[src/rtl/timer_host.sv]
// rtl/timer_host.sv - initiator-side controller for the MCU 16-bit timer peripheral
// Command FSM drives timer strobes; independent interrupt service handles flag clear, irq and overflow count.
module timer_host #(
    parameter int timerwid  = 16,
    parameter int CLR_PULSE = 2,
    parameter int OVF_W     = 8
) (
    input  logic                clk,
    input  logic                rst_n,
    input  logic                cmd_valid,
    output logic                cmd_ready,
    input  logic [1:0]          cmd_op,
    input  logic [timerwid-1:0] cmd_data,
    output logic                rsp_valid,
    output logic [timerwid-1:0] rsp_data,
    output logic                irq,
    input  logic                irq_ack,
    output logic [OVF_W-1:0]    ovf_count,
    output logic                tmr_cs,
    output logic                tmr_wr,
    output logic                tmr_start,
    output logic                tmr_rd,
    output logic [timerwid-1:0] tmr_datain,
    input  logic [timerwid-1:0] tmr_dataout,
    input  logic                tmr_intrup,
    output logic                tmr_clearFlag
);
    localparam int CLR_W = $clog2(CLR_PULSE + 1);

    typedef enum logic [1:0] {IDLE, LOAD, RD, RDW} state_t;

    state_t                state_q, state_d;
    logic                  running_q, running_d;
    logic                  cs_q, cs_d;
    logic [timerwid-1:0]   datain_q, datain_d;
    logic [timerwid-1:0]   rsp_data_q, rsp_data_d;
    logic                  rsp_valid_q, rsp_valid_d;
    logic                  intr_q, intr_d;
    logic                  irq_q, irq_d;
    logic [OVF_W-1:0]      ovf_q, ovf_d;
    logic [CLR_W-1:0]      clr_q, clr_d;
    logic                  rise;

    assign rise = tmr_intrup & ~intr_q;

    always_comb begin
        state_d     = state_q;
        running_d   = running_q;
        cs_d        = 1'b1;
        datain_d    = datain_q;
        rsp_data_d  = rsp_data_q;
        rsp_valid_d = 1'b0;
        intr_d      = tmr_intrup;
        irq_d       = irq_q;
        ovf_d       = ovf_q;
        clr_d       = clr_q;

        case (state_q)
            IDLE: begin
                if (cmd_valid) begin
                    case (cmd_op)
                        2'b00: begin
                            datain_d = cmd_data;
                            state_d  = LOAD;
                        end
                        2'b01: running_d = 1'b1;
                        2'b10: running_d = 1'b0;
                        default: state_d = RD;
                    endcase
                end
            end
            LOAD: state_d = IDLE;
            RD:   state_d = RDW;
            default: begin
                // Timer registered its read data on the RD edge; capture it now.
                rsp_data_d  = tmr_dataout;
                rsp_valid_d = 1'b1;
                state_d     = IDLE;
            end
        endcase

        if (irq_ack) begin
            irq_d = 1'b0;
            ovf_d = '0;
        end
        // A rise wins over a simultaneous ack so no overflow is lost.
        if (rise) begin
            irq_d = 1'b1;
            if (irq_ack)
                ovf_d = OVF_W'(1);
            else if (ovf_q != {OVF_W{1'b1}})
                ovf_d = ovf_q + OVF_W'(1);
            clr_d = CLR_W'(CLR_PULSE);
        end else if (clr_q != '0) begin
            clr_d = clr_q - CLR_W'(1);
        end
    end

    always_ff @(posedge clk) begin
        if (!rst_n) begin
            state_q     <= IDLE;
            running_q   <= 1'b0;
            cs_q        <= 1'b0;
            datain_q    <= '0;
            rsp_data_q  <= '0;
            rsp_valid_q <= 1'b0;
            intr_q      <= 1'b0;
            irq_q       <= 1'b0;
            ovf_q       <= '0;
            clr_q       <= '0;
        end else begin
            state_q     <= state_d;
            running_q   <= running_d;
            cs_q        <= cs_d;
            datain_q    <= datain_d;
            rsp_data_q  <= rsp_data_d;
            rsp_valid_q <= rsp_valid_d;
            intr_q      <= intr_d;
            irq_q       <= irq_d;
            ovf_q       <= ovf_d;
            clr_q       <= clr_d;
        end
    end

    assign cmd_ready     = (state_q == IDLE);
    assign tmr_wr        = (state_q == LOAD);
    assign tmr_rd        = (state_q == RD);
    assign tmr_start     = running_q & (state_q != LOAD);
    assign tmr_cs        = cs_q;
    assign tmr_datain    = datain_q;
    assign tmr_clearFlag = (clr_q != '0);
    assign rsp_valid     = rsp_valid_q;
    assign rsp_data      = rsp_data_q;
    assign irq           = irq_q;
    assign ovf_count     = ovf_q;
endmodule

[config.mk]
export PLATFORM = sky130hd
export DESIGN_NAME = timer_host
export DESIGN_NICKNAME = d
export VERILOG_FILES = /design/src/rtl/timer_host.sv
export SDC_FILE = /design/constraint.sdc
export NUM_CORES = 1
export LEC_CHECK = 0
export ABC_CLOCK_PERIOD_IN_PS = 1400
export BUFFER_PORTS_ARGS = -buffer_cell sky130_fd_sc_hd__buf_2
export CORE_MARGIN = 1.5
export CORE_UTILIZATION = 43
export DETAILED_ROUTE_END_ITERATION = 8
export PLACE_DENSITY = 0.76
export SYNTH_ARGS = -nofsm -noshare
export SYNTH_HDL_FRONTEND = slang
export SYNTH_SLANG_ARGS = --single-unit
export TNS_END_PERCENT = 30
[constraint.sdc]
create_clock -name clk -period 1.4 [get_ports clk]
set_clock_uncertainty 0.05 [all_clocks]
set_input_delay 0.07 -clock clk [delete_from_list [all_inputs] [get_ports clk]]
set_output_delay 0.07 -clock clk [all_outputs]
set_load 0.02 [all_outputs]
Word-level counts from Yosys, hierarchy flattened

Index checks and enable logic that the tools add are counted.

Word-level logic and storage cells: 51
Bits in registers: 49
Input port bits: 39

Add/subtract/negate cells: 2
Equality and inequality tests: 8
Mux-type cells: 14
Reductions and logical operators: 12
Bitwise gates (word level): 4

Operators with widths:

| kind                | number |
|---|---|
| $mux 8              | 4 |
| $add 8x1->8 const B | 1 |
| $ne 8x8->1 const B  | 1 |
| $pmux 2 s2          | 2 |
| $reduce_bool 2->1   | 4 |
| $mux 2              | 3 |
| $reduce_and 3->1    | 2 |
| $eq 2x1->1 const B  | 2 |
| $eq 2x2->1 const B  | 2 |
| $logic_not 2->1     | 2 |
| $mux 1              | 4 |
| $ne 2x2->1 const B  | 2 |
| $reduce_or 2->1     | 2 |
| $reduce_or 3->1     | 1 |
| $and 1x1->1         | 2 |
| $ne 2x1->1 const B  | 1 |
| $not 1->1           | 2 |
| $pmux 1 s2          | 1 |
| $reduce_and 2->1    | 1 |
| $sub 2x1->2 const B | 1 |

Logic depth before layout (Yosys ltp)

Gate-level depths: netlist of run 1.

Depth in word-level cells: 5
Mapped depth: 7

Least setup slack after synthesis of run 1

Ideal clock, no wire load.

Kind: register to register
From: register ovf_q[1], in the netlist ovf_count[1]
To: register ovf_q[4], in the netlist ovf_count[4]
Period minus slack after synthesis: 1.461 ns
Arrival time: 1.325 ns
Buffers on the path: 0
Slack: -0.061 ns
Required time: 1.264 ns
Stages on the path, launching flop included: 5
Cell sequence: dfxtp_1 > ha_1 > and4_1 > a21boi_0 > a211oi_1

Cells in the longest elaborated chain, start to end: 4

Ends and longest elaborated chain:

| element                                          | line   | text |
|---|---|---|
| from (decl)                                      | 40     | `logic [OVF_W-1:0] ovf_q, ovf_d;` |
| from (signal assigned)                           | 120    | `ovf_q <= ovf_d;` |
| $add 8x1->8 / $ne 8x8->1 (equally long branches) | 92, 91 |  |
| $mux 8 (*)                                       | 91     | `else if (ovf_q != {OVF_W{1'b1}})` |
| $mux 8 (*)                                       | 89     | `if (irq_ack)` |
| $mux 8 (*)                                       | 87     | `if (rise) begin` |

Mark *: on every way between the ends. The rest lies on a longest branch, timed or not.
A chain may end at the register's enable or synchronous reset.

Worst setup path after layout of run 1

From: register ovf_q[0], in the netlist ovf_count[0]
To: register ovf_q[5], in the netlist ovf_count[5]

Same word-level chain as after synthesis.

==> results.py, run 1 <==
metrics = {
    "run_status": {
        "run_status": "finished, final reports clean",
    },
    "setup_path": {
        "cp.arrival_ns": 1.45,
        "reg2reg_depth": 4,
        "critPathLaunch": "ovf_count[0]",
        "startpoint_type": "register",
        "rr_endpoint": "ovf_count[5]",
        "ff2ff_setup_slack_ns": 0.08,
        "end_kind": "register",
        "crit_type": "reg2reg",
        "critPathRequiredTime_ns": 1.53,
        "reg2reg_from": "ovf_count[0]",
        "path_max_fanout": 5,
        "crit_path_end": "ovf_count[5]",
    },
    "die": {
        "core_um2": 4690,
        "dieArea_um2": 5240,
        "design.portCount": 87,
        "die_h_um": 72.4,
        "rows": 25,
        "start_util_pct": 44.1,
        "die_x_um": 72.4,
    },
    "yosys": {
        "synth_commonest_cells": "nand2_1, dfxtp_1, a21boi_0, a21boi_2, a21oi_1",
        "synth_top_flop_cell": "dfxtp_1",
        "synth_area_leaders": "dfxtp_1, nand2_1, a21boi_0, a21boi_2, and4b_1",
        "synth-edff-count": 0,
        "syn_nets": 270,
        "netlist_area_um2": 2070,
        "synthArstFlopShare_pct": 0,
        "synth.most_common_cell": "nand2_1",
        "synth-seq-cells": 49,
        "ys_warn_count": 0,
        "ys_types": 41,
        "synth_cells": 228,
        "syn_area_per_cell_um2": 9.07,
        "synth_top_area_share_pct": 47.4,
        "yosys.area.top_type": "dfxtp_1",
        "ys_seq_area_share_pct": 47.4,
    },
    "finish": {
        "area_growth_pct": 48.9,
        "diodes": 0,
        "utilization_pct": 65.6,
        "stdcell_count": 410,
        "nNetsFinal": 397,
        "drive_gt1_share_pct": 37.1,
    },
    "clock_network": {
        "cts_buffers": 5,
        "clk_pin_slew_ns": 0.08,
        "cts_root_buf": "clkbuf_8",
        "cts_tree": "yes",
        "htreeDepth": 2,
        "max-clock-path-buffers": 2,
        "post_cts_buffers": 0,
        "cts_sinks": 49,
        "clk_latency_ns": 0.29,
    },
    "timing": {
        "hold_viol": 0,
        "period_minus_slack_ns": 1.32,
        "rsz0062_at_grt": "yes",
        "min_period_over_period_pct": 94.3,
        "setup_ws_ns": 0.0803,
        "slew_violations": 0,
        "finalSetupViolCount": 0,
        "fmax_ghz": 0.758,
        "relSlewSlack_pct": 80.9,
        "worst_pin_slew_ns": 0.287,
        "tns_ns": 0,
    },
    "hold_path": {
        "hold_class": "in2reg",
    },
    "placed_design": {
        "dp.cells": 367,
        "routabilityCongestion": 0.790,
        "dp_hpwl_um": 3320,
        "dp_slack_ns": 0.00749,
        "io_buffer_count": 86,
    },
    "route": {
        "ant_nets": 0,
        "remaining_drc_errors": 0,
        "drtPass1Iterations": 4,
        "post_drt_wl_per_cell_um": 12.9,
        "finalWirelength_um": 5280,
        "drt_iter0_drc": 91,
        "via_count": 2050,
        "avgViaCountPerCell": 5.00,
    },
    "global_routing": {
        "grt_max_degree": 28,
        "track_usage_pct": 20.4,
        "overflow": 0,
        "grt_pass1_vias": 1860,
        "grt_pass1_wl_um": 8380,
        "antenna_found_initial": 0,
    },
    "power_and_ir_drop": {
        "p_leak_uw": 0.00138,
        "irDropWorstVdd_mv": 0.447,
        "power.density_nw_per_um2": 933,
        "power_uw": 2870,
    },
    "flow_run": {
        "cap_violations": 0,
    },
}
## registers in the layout (all words and copies together) (netlist names)
register	flops
rsp_data	16
tmr_datain	16
ovf_count	8
clr_q	2
state_q	2
intr_q	1
irq	1
rsp_valid	1
running_q	1
tmr_cs	1
## area by class of cell
cell class | instances | area (um2)
multi-input cells | 163 | 1020
clock inverters | 1 | 30.0
repair buffers | 132 | 871
inverters | 4 | 15.0
well taps | 54 | 67.6
flip-flops and latches | 49 | 988
clock buffers | 7 | 86.3
fillers | 398 | 1610
## through the flow
step	hold slack (ns)	area, um2
2_1_floorplan	0.0477	2070
3_3_place_gp	0.261	2580
3_5_place_dp	0.267	2580
4_1_cts	0.0408	3040
5_1_grt	0.0493	3080
6_report	0.0506	3080
## timing repair
item | 4_1_cts | 5_1_grt
endpoints found under the hold margin | 34 | 0
setup endpoints to repair | 2 | 13
pin swaps | 0 | 1
cloned | 0 | 1
hold buffers | 34 | 0
resized for setup | 2 | 12
## worst max-delay path, stage by stage (launching register included)
cell and delay (ns):
dfxtp_2 0.34, ha_1 0.23, and4_4 0.22, nor4bb_2 0.28
nor3_1 0.08
## kinds of logic after synthesis
group | after synthesis | share of synthesized area, %
and+or+nand+nor | 107 | 25.4
adders and majority gates | 3 | 1.82
AOI/OAI and AO/OA | 52 | 20.0
buffers and inverters | 16 | 4.90
DFF | 49 | 47.4
muxes | 1 | 0.484
## placed cells by master, fill, tap and decap left out, types with 4 or more instances in the layout
cell type      instances
nand2_1               69
inv_1                  4
clkbuf_8               6
dfxtp_1               45
dlygate4sd3_1         34
buf_4                 10
buf_2                 87
a21boi_0              23
a21boi_2              10
a21oi_1                6
nand2b_1               4
## metal layers
layer	vias up	track usage [%]	wire, um
li1	1027	-	-
met1	946	23.6	2260
met2	64	35.8	2660
met3	13	4.86	213
met4	0	9.01	150
met5	-	0	0
## worst min-delay path by stage
stage          depth (start not counted)           start  slack, ns             end
2_1_floorplan                          0           rst_n       0.05          tmr_cs
4_1_cts                                3       cmd_valid       0.04      state_q[1]
3_5_place_dp                           3  tmr_dataout[8]       0.27     rsp_data[8]
5_1_grt                                3       cmd_valid       0.05      state_q[1]
3_3_place_gp                           3    cmd_data[12]       0.26  tmr_datain[12]
6_report                               3       cmd_valid       0.05      state_q[1]
## where the power goes
group	internal (uW)	total, uW	switching, uW
combinational	202	383	181
clock	583	1030	448
sequential	1430	1460	27.6
Power figures use the tool's default switching activity.
==> inputs of run 2 (changes only) <==
--- a/config.mk
+++ b/config.mk
@@ -5,12 +5,14 @@
 export SDC_FILE = /design/constraint.sdc
 export NUM_CORES = 1
 export LEC_CHECK = 0
+export ABC_AREA = 1
 export ABC_CLOCK_PERIOD_IN_PS = 1400
 export BUFFER_PORTS_ARGS = -buffer_cell sky130_fd_sc_hd__buf_2
 export CORE_MARGIN = 1.5
-export CORE_UTILIZATION = 43
+export CORE_UTILIZATION = 42
 export DETAILED_ROUTE_END_ITERATION = 8
-export PLACE_DENSITY = 0.76
+export PLACE_DENSITY = 0.75
+export SETUP_SLACK_MARGIN = 0.15
 export SYNTH_ARGS = -nofsm -noshare
 export SYNTH_HDL_FRONTEND = slang
 export SYNTH_SLANG_ARGS = --single-unit
==> results.py, run 2 <==
metrics = {
    "run_status": {
        "run_status": "complete, but fails checks",
        "failed_checks": "hold timing",
    },
    "timing": {
        "hold_viol": 1,
        "slew_violations": 0,
        "period_minus_slack_ns": 1.21,
        "hold_ws_ns": -0.00157,
        "worst_pin_slew_ns": 0.578,
        "relSlewSlack_pct": 61.3,
        "min_period_over_period_pct": 86.6,
        "finalSetupViolCount": 0,
        "rsz0062_at_grt": "yes",
        "fmax_ghz": 0.825,
        "tns_ns": 0,
    },
    "yosys": {
        "synth_area_leaders": "dfxtp_1, nor2_1, inv_1, o21ai_0, nand2_1",
        "ys_seq_area_share_pct": 48.0,
        "synth_cells": 256,
        "ys_types": 25,
        "synth_top_flop_cell": "dfxtp_1",
        "synth-edff-count": 0,
        "synth-seq-cells": 49,
        "synth_top_area_share_pct": 48.0,
        "synth_commonest_cells": "nor2_1, dfxtp_1, inv_1, nand2_1, o21ai_0",
        "synthArstFlopShare_pct": 0,
        "netlist_area_um2": 2040,
        "ys_warn_count": 0,
        "syn_area_per_cell_um2": 7.98,
        "yosys.area.top_type": "dfxtp_1",
        "syn_nets": 298,
        "synth.most_common_cell": "nor2_1",
    },
    "power_and_ir_drop": {
        "p_leak_uw": 0.00143,
        "irDropWorstVdd_mv": 0.551,
        "combPwrFrac_pct": 15.7,
        "p_sw_share_pct": 25.1,
        "p_clk_share_pct": 33.3,
        "sequentialPowerShare_pct": 51.0,
        "power_uw": 2890,
        "switching_power_uw": 726,
        "power.density_nw_per_um2": 955,
        "intPower_uw": 2160,
    },
    "clock_network": {
        "cts_sinks": 49,
        "cts_tree": "yes",
        "cts_buffers": 5,
        "cts_root_buf": "clkbuf_8",
        "max-clock-path-buffers": 2,
        "clk_latency_ns": 0.29,
        "htreeDepth": 2,
        "clk_pin_slew_ns": 0.09,
    },
    "setup_path": {
        "crit_type": "reg2reg",
        "critPathRequiredTime_ns": 1.54,
        "startpoint_type": "register",
        "reg2reg_from": "state_q[1]",
        "ff2ff_setup_slack_ns": 0.19,
        "end_kind": "register",
        "cp.arrival_ns": 1.36,
        "reg2reg_depth": 5,
        "path_max_fanout": 13,
        "rr_endpoint": "tmr_datain[12]",
    },
    "finish": {
        "area_growth_pct": 48.0,
        "diodes": 0,
        "multiInputGateArea_um2": 878,
        "drive_gt1_share_pct": 36.5,
        "seq_area_um2": 993,
        "n_fill_cell": 394,
        "final_cell_mix": "buf_2, nor2_1, dfxtp_1",
        "nNetsFinal": 419,
        "layout_commonest_cell": "buf_2",
    },
    "die": {
        "die_x_um": 72.7,
        "start_util_pct": 43.5,
        "die_h_um": 72.7,
        "dieArea_um2": 5290,
        "core_um2": 4690,
        "rows": 25,
        "design.portCount": 87,
    },
    "flow_run": {
        "cap_violations": 0,
    },
    "route": {
        "post_drt_wl_per_cell_um": 11.8,
        "drtPass1Iterations": 4,
        "drt_iter0_drc": 138,
        "remaining_drc_errors": 0,
        "finalWirelength_um": 5080,
        "via_count": 2034,
        "avgViaCountPerCell": 4.71,
        "ant_nets": 0,
    },
    "hold_path": {
        "worstHoldPathCells": 3,
        "hold_start": "tmr_dataout[5]",
        "hold_class": "in2reg",
        "min_to": "rsp_data[5]",
    },
    "global_routing": {
        "overflow": 0,
        "antenna_found_initial": 0,
        "grt_max_degree": 39,
        "track_usage_pct": 18.9,
        "grt_pass1_wl_um": 7830,
        "grt_pass1_vias": 1766,
    },
    "placed_design": {
        "dp_hpwl_um": 2980,
        "routabilityCongestion": 0.789,
        "io_buffer_count": 86,
    },
}
[run 2: changes by cell type after synthesis, moves of 10 or more]
cell      change
nand2_1      -45
a21boi_0     -23
inv_1        +33
a21boi_2     -10
o21ai_2      +10
o21ai_0      +23
a21oi_2      +10
nor2_1       +49
[run 2: kinds of logic after synthesis]
group | synth area share, %
and+or+nand+nor | 20.0
AOI/OAI and AO/OA | 18.6
DFF | 48.0
buffers and inverters | 11.5
adders and majority gates | 1.84
[run 2: through the flow]
step / cells / utilization (%) / hold WS, ns / instance area [um2] / worst slack [ns]
3_3_place_gp: 389 / 53.1 / 0.233 / 2490 / 0.163
3_5_place_dp: 389 / 53.1 / 0.240 / 2490 / 0.119
2_1_floorplan: 256 / - / 0.0477 / 2050 / 0.160
5_1_grt: 432 / 64.4 / 0.00906 / 3020 / 0.111
4_1_cts: 429 / 62.4 / 0.00765 / 2930 / 0.102
6_report: 432 / 64.4 / -0.00157 / 3020 / 0.188
[run 2: routing by layer]
layer / part of all wire, % / GRT usage, % / up-vias
li1: - / - / 1048
met1: 43 / 22.4 / 899
met2: 50 / 32.8 / 78
met3: 6.4 / 5.39 / 9
met4: 1.3 / 6.08 / 0
met5: 0 / 0 / -
[run 2: worst max path at each step]
stage	startpoint	end	slack (ns)
after floorplan	ovf_count[0]	ovf_count[1]	0.16
after global placement	ovf_count[0]	ovf_count[1]	0.16
after detailed placement	ovf_count[0]	ovf_count[1]	0.12
after CTS	ovf_count[0]	ovf_count[1]	0.10
after global routing	state_q[1]	tmr_datain[9]	0.11
final	state_q[1]	tmr_datain[12]	0.19
[run 2: cell type report]
class	instances	share of cell area [%]
Sequential cell	49	32.9
Multi-Input combinational cell	159	29.1
Timing Repair Buffer	123	27.2
Inverter	39	5.01
Clock buffer	8	3.68
Tap cell	54	2.24
[run 2: what timing repair did]
| item | CTS | global route |
|---|---|---|
| endpoints found under the setup margin | 4 | 39 |
| hold endpoints to repair | 32 | 0 |
| hold buffers | 32 | 0 |
| resized for setup | 1 | 16 |
| setup buffers | 0 | 2 |
| pin swaps | 0 | 5 |
| cloned | 0 | 1 |
[run 2: critical path: stages (launching register included)]
cell and delay [ns]:
dfxtp_2 0.37, nor2_4 0.16, nand3_4 0.15, buf_12 0.19, o21ai_2 0.15, a21oi_2 0.05
[run 2: power by group through the flow]
| stage | clock, uW | sequential (uW) | combinational [uW] |
|---|---|---|---|
| finish | 961 | 1470 | 454 |
| global route | 1050 | 1480 | 497 |
| CTS | 997 | 1470 | 427 |
| detailed placement | 0 | 1500 | 358 |
| global placement | 0 | 1500 | 353 |
| floorplan | 0 | 1550 | 180 |
==> inputs of run 3 (changes only) <==
--- a/config.mk
+++ b/config.mk
@@ -5,13 +5,13 @@
 export SDC_FILE = /design/constraint.sdc
 export NUM_CORES = 1
 export LEC_CHECK = 0
-export ABC_AREA = 1
+export ABC_AREA = 0
 export ABC_CLOCK_PERIOD_IN_PS = 1400
 export BUFFER_PORTS_ARGS = -buffer_cell sky130_fd_sc_hd__buf_2
 export CORE_MARGIN = 1.5
-export CORE_UTILIZATION = 42
+export CORE_UTILIZATION = 43
 export DETAILED_ROUTE_END_ITERATION = 8
-export PLACE_DENSITY = 0.75
+export PLACE_DENSITY = 0.76
 export SETUP_SLACK_MARGIN = 0.15
 export SYNTH_ARGS = -nofsm -noshare
 export SYNTH_HDL_FRONTEND = slang
==> results.py, run 3 (synthesized netlist as in run 1, its figures left out) <==
metrics = {
    "die": {
        "die_h_um": 72.4,
        "die_x_um": 72.4,
        "design.portCount": 87,
        "rows": 25,
        "dieArea_um2": 5240,
        "start_util_pct": 44.1,
        "core_um2": 4690,
    },
    "route": {
        "ant_nets": 0,
        "remaining_drc_errors": 0,
        "via_count": 2012,
        "drt_iter0_drc": 98,
        "avgViaCountPerCell": 4.92,
        "drtPass1Iterations": 4,
        "post_drt_wl_per_cell_um": 12.6,
        "finalWirelength_um": 5160,
    },
    "setup_path": {
        "reg2reg_depth": 4,
        "startpoint_type": "register",
        "cp.arrival_ns": 1.46,
        "reg2reg_from": "state_q[1]",
        "cp_top_family": "simple AND/OR/NAND/NOR gates",
        "crit_buf_inv": 1,
        "path_max_fanout": 8,
        "ff2ff_setup_slack_ns": 0.11,
        "rr_endpoint": "tmr_datain[6]",
        "critPathRequiredTime_ns": 1.57,
        "cpPeakStageDelay_ns": 0.38,
        "crit_path_end": "tmr_datain[6]",
        "end_kind": "register",
        "crit_slowest_cell": "dfxtp_4",
        "critPathLaunch": "state_q[1]",
        "path_cells": "nor4bb_4 > buf_4 > nand2_1 > a21boi_0",
        "cp.depth": 4,
        "crit_type": "reg2reg",
    },
    "finish": {
        "layout_commonest_cell": "buf_2",
        "final_cell_mix": "buf_2, nand2_1, dfxtp_1",
        "diodes": 0,
        "drive_gt1_share_pct": 38.3,
        "final_area_um2": 3110,
        "area_growth_pct": 50.5,
        "utilization_pct": 66.3,
        "nNetsFinal": 396,
    },
    "power_and_ir_drop": {
        "p_leak_uw": 0.00137,
        "sequentialPowerShare_pct": 52.1,
        "irDropWorstVdd_mv": 0.391,
        "switching_power_uw": 644,
        "p_sw_share_pct": 23.0,
        "power.density_nw_per_um2": 900,
        "combPwrFrac_pct": 14.2,
        "p_clk_share_pct": 33.7,
        "intPower_uw": 2150,
    },
    "clock_network": {
        "htreeDepth": 2,
        "max-clock-path-buffers": 2,
        "cts_tree": "yes",
        "cts_buffers": 5,
        "cts_root_buf": "clkbuf_8",
        "clk_latency_ns": 0.29,
        "clk_pin_slew_ns": 0.08,
        "cts_sinks": 49,
    },
    "flow_run": {
        "cap_violations": 0,
    },
    "global_routing": {
        "track_usage_pct": 19.2,
        "grt_max_degree": 22,
        "overflow": 0,
        "antenna_found_initial": 0,
        "grt_pass1_wl_um": 7900,
        "grt_pass1_vias": 1819,
    },
    "timing": {
        "tns_ns": 0,
        "period_minus_slack_ns": 1.29,
        "rsz0062_at_grt": "yes",
        "min_period_over_period_pct": 92.0,
        "finalSetupViolCount": 0,
        "worst_pin_slew_ns": 0.308,
        "fmax_ghz": 0.776,
        "hold_viol": 0,
        "setup_ws_ns": 0.112,
        "slew_violations": 0,
        "relSlewSlack_pct": 79.5,
    },
    "placed_design": {
        "place_area_um2": 2590,
        "dp_slack_ns": 0.0996,
        "io_buffer_count": 86,
        "dp_hpwl_um": 3140,
        "routabilityCongestion": 0.796,
    },
    "run_status": {
        "run_status": "finished, final reports clean",
    },
    "hold_path": {
        "hold_class": "in2reg",
    },
}
[run 3: cell count changes in the layout (fill, tap and decap cells not counted), moves of 5 or more]
cell      before  now
a21oi_1       12    6
buf_4          4   10
a21boi_1       0    6
o21ai_0       24    1
inv_1         36    4
a21boi_2       0   10
o21ai_2       10    0
nand2_1       22   68
a21oi_2       10    1
nand3_1        8    3
a21boi_0       0   19
nor2_1        48    3
o21ai_1        5    0
[run 3: layout make-up]
cell class / count / area (um2)
Fill cell: 393 / 1580
Multi-Input combinational cell: 163 / 1050
Sequential cell: 49 / 995
Timing Repair Buffer: 131 / 872
Clock buffer: 8 / 111
Tap cell: 54 / 67.6
Inverter: 4 / 15.0
[run 3: repair_timing]
action                     in CTS  in global routing
pin swaps                       0                  1
gates cloned                    0                  1
hold endpoints to repair       34                  0
setup endpoints to repair      34                 27
gates resized for setup         5                 15
setup buffers                   2                  0
hold buffers                   34                  0
[run 3: routing by layer]
metal  global-route usage, %  part of all wire (%)  routed length (um)  up-vias
li1                        -                     -                   -     1021
met5                       0                     0                   0        -
met3                    3.33                   4.2                 218        9
met2                    35.7                    51                2650       56
met1                    21.3                    42                2180      926
met4                    8.60                   2.0                 104        0
[run 3: worst min path at each step]
stage	start	depth (start not counted)	to
2_1_floorplan	rst_n	0	tmr_cs
3_3_place_gp	tmr_dataout[8]	3	rsp_data[8]
3_5_place_dp	cmd_data[12]	3	tmr_datain[12]
4_1_cts	cmd_valid	3	state_q[1]
5_1_grt	irq_ack	4	ovf_count[0]
6_report	irq_ack	4	ovf_count[0]
[run 3: worst reg2reg max path, stage by stage, from the launching register on]
cell      delay (ns)
dfxtp_4         0.38
nor4bb_4        0.37
buf_4           0.24
nand2_1         0.06
a21boi_0        0.13
[run 3: power by group through the flow]
| stage | registers (uW) | logic [uW] | clock network (uW) |
|---|---|---|---|
| finish | 1460 | 399 | 943 |
| global route | 1460 | 431 | 1030 |
| CTS | 1460 | 381 | 974 |
| detailed placement | 1490 | 299 | 0 |
| global placement | 1490 | 296 | 0 |
| floorplan | 1520 | 148 | 0 |
[run 3: through the flow]
stage	std cells	hold slack (ns)	power (uW)
CTS	408	0.0259	2810
global route	409	0.0574	2920
floorplan	228	0.0477	1670
global placement	364	0.263	1790
detailed placement	364	0.269	1790
finish	409	0.0533	2800
